==> src/rtl/hs_arb_pkg.sv <==
`default_nettype none
// +------------------------------------------------------------------+
// | hs_arb_pkg: shared types and defaults for the hiscore arbiter.   |
// | Revision: 1.0                                                    |
// +------------------------------------------------------------------+
package hs_arb_pkg;

   typedef enum logic [2:0] {
      ST_IDLE     = 3'd0,
      ST_WAIT_VBL = 3'd1,
      ST_SETTLE   = 3'd2,
      ST_GRANT    = 3'd3,
      ST_RELEASE  = 3'd4
   } hs_arb_state_t;

   localparam int unsigned HS_SETTLE_DEF      = 16;
   localparam int unsigned HS_VBL_TIMEOUT_DEF = 1000000;
   localparam int unsigned HS_DIM_DEF         = 300000000;

   // The core stays frozen from the end of the vblank wait until the port is handed back.
   function automatic logic arb_holds_pause(input hs_arb_state_t s);
      return (s == ST_SETTLE) || (s == ST_GRANT) || (s == ST_RELEASE);
   endfunction

endpackage
`default_nettype wire

==> src/rtl/pause_toggle_dim.sv <==
`default_nettype none
// +------------------------------------------------------------------+
// | pause_toggle_dim: pause button toggle and dim-video timer.       |
// | Revision: 1.0                                                    |
// +------------------------------------------------------------------+
module pause_toggle_dim
   import hs_arb_pkg::*;
#(
   parameter int unsigned DIM_CYCLES = HS_DIM_DEF
)(
   input  logic clk,
   input  logic reset,
   input  logic btn_pause,
   output logic user_pause,
   output logic dim_video
);

   localparam int unsigned DIM_W = $clog2(DIM_CYCLES) + 1;
   localparam logic [DIM_W-1:0] DIM_MAX = DIM_W'(DIM_CYCLES);

   logic             btn_dly_q;
   logic             user_pause_q, user_pause_d;
   logic [DIM_W-1:0] dim_cnt_q, dim_cnt_d;
   logic             dim_video_q, dim_video_d;
   logic             btn_rise;

   always_comb begin
      btn_rise     = btn_pause & ~btn_dly_q;
      user_pause_d = user_pause_q ^ btn_rise;
      dim_cnt_d    = '0;
      if (user_pause_q) begin
         dim_cnt_d = (dim_cnt_q >= DIM_MAX) ? DIM_MAX : dim_cnt_q + 1'b1;
      end
      dim_video_d  = user_pause_q && (dim_cnt_d >= DIM_MAX);
   end

   // Button delay resets high so a button held through reset is not seen as a press.
   always_ff @(posedge clk or posedge reset) begin
      if (reset) begin
         btn_dly_q    <= 1'b1;
         user_pause_q <= 1'b0;
         dim_cnt_q    <= '0;
         dim_video_q  <= 1'b0;
      end else begin
         btn_dly_q    <= btn_pause;
         user_pause_q <= user_pause_d;
         dim_cnt_q    <= dim_cnt_d;
         dim_video_q  <= dim_video_d;
      end
   end

   // Next-state value, so the parent's registered pause moves on the toggle edge.
   assign user_pause = user_pause_d;
   assign dim_video  = dim_video_q;

endmodule
`default_nettype wire

==> src/rtl/hs_pause_arbiter.sv <==
`default_nettype none
// +------------------------------------------------------------------+
// | hs_pause_arbiter: freezes the core at vblank for hiscore RAM     |
// | access and merges user/OSD pause. Revision: 1.0                  |
// +------------------------------------------------------------------+
module hs_pause_arbiter
   import hs_arb_pkg::*;
#(
   parameter int unsigned SETTLE_CYCLES = HS_SETTLE_DEF,
   parameter int unsigned VBL_TIMEOUT   = HS_VBL_TIMEOUT_DEF,
   parameter int unsigned DIM_CYCLES    = HS_DIM_DEF
)(
   input  logic clk,
   input  logic reset,
   input  logic hs_req,
   output logic hs_grant,
   input  logic btn_pause,
   input  logic osd_open,
   input  logic osd_pause_en,
   input  logic vblank,
   output logic pause,
   output logic dim_video
);

   localparam int unsigned WAIT_W = $clog2(VBL_TIMEOUT) + 1;
   localparam int unsigned SETL_W = $clog2(SETTLE_CYCLES) + 1;
   localparam logic [WAIT_W-1:0] WAIT_LAST = WAIT_W'(VBL_TIMEOUT - 1);
   localparam logic [SETL_W-1:0] SETL_LAST = SETL_W'(SETTLE_CYCLES - 1);

   hs_arb_state_t     state_q, state_d;
   logic [WAIT_W-1:0] wait_cnt_q, wait_cnt_d;
   logic [SETL_W-1:0] settle_cnt_q, settle_cnt_d;
   logic              vbl_dly_q;
   logic              hs_grant_q, hs_grant_d;
   logic              pause_q, pause_d;
   logic              vbl_rise;
   logic              user_pause_nxt;

   pause_toggle_dim #(
      .DIM_CYCLES (DIM_CYCLES)
   ) u_pause_toggle_dim (
      .clk        (clk),
      .reset      (reset),
      .btn_pause  (btn_pause),
      .user_pause (user_pause_nxt),
      .dim_video  (dim_video)
   );

   always_comb begin
      state_d      = state_q;
      wait_cnt_d   = wait_cnt_q;
      settle_cnt_d = settle_cnt_q;
      vbl_rise     = vblank & ~vbl_dly_q;

      case (state_q)
         ST_IDLE: begin
            if (hs_req) begin
               state_d    = ST_WAIT_VBL;
               wait_cnt_d = '0;
            end
         end
         ST_WAIT_VBL: begin
            if (vbl_rise || (wait_cnt_q == WAIT_LAST)) begin
               state_d      = ST_SETTLE;
               settle_cnt_d = '0;
            end else if (!hs_req) begin
               state_d = ST_IDLE;
            end else begin
               wait_cnt_d = wait_cnt_q + 1'b1;
            end
         end
         ST_SETTLE: begin
            if (settle_cnt_q == SETL_LAST) begin
               state_d = ST_GRANT;
            end else if (!hs_req) begin
               state_d = ST_RELEASE;
            end else begin
               settle_cnt_d = settle_cnt_q + 1'b1;
            end
         end
         ST_GRANT: begin
            if (!hs_req) begin
               state_d = ST_RELEASE;
            end
         end
         ST_RELEASE: state_d = ST_IDLE;
         default:    state_d = ST_IDLE;
      endcase

      hs_grant_d = (state_d == ST_GRANT);
      pause_d    = arb_holds_pause(state_d) | user_pause_nxt | (osd_open & osd_pause_en);
   end

   // vblank delay resets high so a vblank level present at reset is not an edge.
   always_ff @(posedge clk or posedge reset) begin
      if (reset) begin
         state_q      <= ST_IDLE;
         wait_cnt_q   <= '0;
         settle_cnt_q <= '0;
         vbl_dly_q    <= 1'b1;
         hs_grant_q   <= 1'b0;
         pause_q      <= 1'b0;
      end else begin
         state_q      <= state_d;
         wait_cnt_q   <= wait_cnt_d;
         settle_cnt_q <= settle_cnt_d;
         vbl_dly_q    <= vblank;
         hs_grant_q   <= hs_grant_d;
         pause_q      <= pause_d;
      end
   end

   assign hs_grant = hs_grant_q;
   assign pause    = pause_q;

endmodule
`default_nettype wire
==> config.mk <==
export PLATFORM = sky130hd
export DESIGN_NAME = hs_pause_arbiter
export DESIGN_NICKNAME = d
export VERILOG_FILES = /design/src/rtl/hs_arb_pkg.sv /design/src/rtl/pause_toggle_dim.sv /design/src/rtl/hs_pause_arbiter.sv
export SDC_FILE = /design/constraint.sdc
export NUM_CORES = 1
export LEC_CHECK = 0
export ABC_AREA = 1
export CAP_MARGIN = 30
export CORE_MARGIN = 2
export CORE_UTILIZATION = 45
export DETAILED_ROUTE_END_ITERATION = 8
export GPL_ROUTABILITY_DRIVEN = 0
export SLEW_MARGIN = 10
export SYNTH_ARGS = -nofsm -noshare
export SYNTH_HDL_FRONTEND = slang
export SYNTH_SLANG_ARGS = --single-unit
export TNS_END_PERCENT = 1
==> constraint.sdc <==
create_clock -name clk -period 2.4 [get_ports clk]
set_input_delay 0.48 -clock clk [delete_from_list [all_inputs] [get_ports clk]]
set_output_delay 0.48 -clock clk [all_outputs]
set_load 0.02 [all_outputs]
==> metrics.yaml <==
synthFlopType: "dfrtp_1"
fmax_mhz: 452
slew_violations: 0
finalCriticalPeriod_ps: 2210
initial_utilization_pct: 46.5
clock_skew_ps: 8.38
ys_warn_count: 0
yosysSeqAreaShare_pct: 40.0
worstSkewPairLatency_ps: 350
cpMaxStageDelayCell: "dfrtp_1"
grt_pass1_wl_um: 15900
overflow: 0
wl_per_cell_um: 13.6
die_y_um: 99.2
post-route-drc-count: 0
grt_use_met2_pct: 31.1
vias_per_cell: 5.18
port_buffers: 9
drive_above_1_share_pct: 10.8
synth_commonest_cells: "nand2_1, inv_1, nor2_1"
worstSetupStartpoint: "wait_cnt_q[0]"
clock_path_buffers: 2
cts_root_buf: "clkbuf_8"
crit_buf_inv: 2
slowest_delay_ps: 360
final.setup.tns_ps: 0
status: "complete, no violations"
cp_data_required_time_ps: 2630
use_met3_pct: 3.30
syn_area_mm2: 0.00408
tightest_slew_ps: 537
power_uw: 3330
cp_common_cell: "nand2_1"
hpwl_um: 6760
r2r_start: "wait_cnt_q[0]"
drt_pass1_iterations: 4
rsz0062_at_grt: "false"
final_area_mm2: 0.00446
die_w_um: 99.2
core_area_mm2: 0.00876
synth_most_common_cell: "nand2_1"
synth_cell_types: 41
syn-num-nets: 561
area_delta_synth_final_pct: 9.42
critPathCaptureType: "flop"
cp_cell_sequence: "ha_1, nand2_1, inv_1, nand2_1, nor2_1, nand4_1, nand2_1, o21ai_2, inv_2, nor2_8, or2_2"
syn_inst: 549
cap_violations: 0
yosys_register_bits: 65
tritoncts: "done"
post_dp_cell_area_mm2: 0.00428
synthTopCellsByArea: "dfrtp_1, nand2_1, xor2_1, inv_1, nor2_1"
crit_arrival_ps: 2440
worstSetupPathType: "flop to flop"
cts_made_buffers: 9
cts_sinks: 65
synth_edf_count: 0
drt_wl_total_um: 9260
nNetsFinal: 579
vias: 3525
yosys.area.top_type_share_pct: 38.7
synth_top_cell_by_area: "dfrtp_1"
clk_pin_slew_ps: 80
crit_path_max_fanout: 18
busiest_layer: "met2"
grt_max_degree: 43
p_leak_uw: 0.00204
final_cells: 680
ir_worst_vdd_mv: 0.680
htree_levels: 3
hold_buffers: 0
drt_iter0_markers: 180
dieArea_mm2: 0.00984
hold_viol: 0
async_reset_ff_share_pct: 100
maxSlewHeadroom_pct: 64.2
grt_usage_pct: 20.1
final_antenna_net_count: 0
ios: 10
powerDensity_mw_per_mm2: 746
hold_path.class: "primary input to asynchronous set/reset pin"
path_delay_family: "simple AND/OR/NAND/NOR gates"
placedCellCount: 663
syn_area_per_cell_um2: 7.43
antenna_found_initial: 0
num_antenna_cells: 0
met1_usage_pct: 27.9
worstSetupStartpointType: "flop"
grt_pass1_vias: 3388
report.final.setup_viol: 0
std_cell_rows: 34
period_share_pct: 92.2
## power breakdown
group | internal, uW | leakage (uW) | total, uW | switching [uW]
Clock | 372 | 0.0000850 | 838 | 466
Sequential | 1250 | 0.000873 | 1410 | 167
Combinational | 319 | 0.00108 | 1080 | 761
Total | 1940 | 0.00204 | 3330 | 1390
## state kept, by name (all words and copies together) (netlist names), 3 cells and up
register,flops
settle_cnt_q,5
state_q,3
u_pause_toggle_dim.dim_cnt_q,30
wait_cnt_q,21
## metrics by stage
stage               hold slack (ps)  setup slack, ps  utilization, %
floorplan                       473              297               -
global placement                486              237            48.8
detailed placement              506              198            48.8
CTS                             504              182            50.8
global route                    556             5.06            50.9
finish                          499              186            50.9
## layer usage
| metal | wire length (um) | vias up |
|---|---|---|
| met4 | 100 | 0 |
| met2 | 4220 | 61 |
| met3 | 357 | 9 |
| met5 | 0 | - |
| li1 | - | 1787 |
| met1 | 4580 | 1668 |
## worst min-delay path: cells and delay by family
kind | cells | cell delay, ps
buffers and inverters | 3 | 760
## final cells by class
| cell class | count | area [um2] |
|---|---|---|
| clock inverters | 7 | 47.5 |
| inverters | 78 | 293 |
| repair buffers | 14 | 128 |
| clock buffers | 9 | 124 |
| flip-flops and latches | 65 | 1630 |
| well taps | 108 | 135 |
| multi-input cells | 399 | 2110 |
| fillers | 886 | 4300 |
## placed cells by master (no fill, tap or decap), drive strengths merged
cell type      netlist  layout
buf                  5       5
dfstp                2       2
clkbuf               3       9
inv                 77      77
xor2                31      31
nand3               37      37
ha                   5       5
clkdlybuf4s50        0       9
dfrtp               63      63
clkinvlp             0       2
nor2                86      87
nand4               15      15
o31ai                1       1
o22ai                1       1
o211ai               1       1
a31oi                4       4
or2                  4       4
a21oi                9       9
nand3b               6       6
nor3b                1       1
o21ai               34      34
conb                 1       1
nand2              135     135
nor4                 4       4
clkinv               1       6
o21bai               1       1
xnor2                4       4
nor3                18      18
## worst paths after layout
check,endpoint,slack [ps],depth (start not counted)
worst max-delay path,state_q[0],190,11
worst min-delay path,u_pause_toggle_dim.dim_cnt_q[27],500,3
min in group clk,u_pause_toggle_dim.dim_cnt_q[0],510,1
max in group asynchronous,wait_cnt_q[9],1430,3
worst max register to register,state_q[0],190,11
worst min register to register,u_pause_toggle_dim.dim_cnt_q[0],510,1
## cell families (layout without fill, tap and decap cells)
group | Yosys count | in the layout | share of synthesized area (%)
AO/OA/AOI/OAI | 51 | 51 | 7.24
XOR/XNOR | 35 | 35 | 7.52
adder cells (fa/ha/maj) | 5 | 5 | 1.53
buffers and inverters | 86 | 108 | 8.68
flip-flops | 65 | 65 | 40.0
other | 1 | 1 | 0.0920
AND/OR/NAND/NOR | 306 | 307 | 35.0
## repair_timing
action,4_1_cts,5_1_grt
hold endpoints to repair,0,0
setup buffers,0,0
setup endpoints to repair,0,1
resized for setup,0,0
Power figures use the tool's default switching activity.
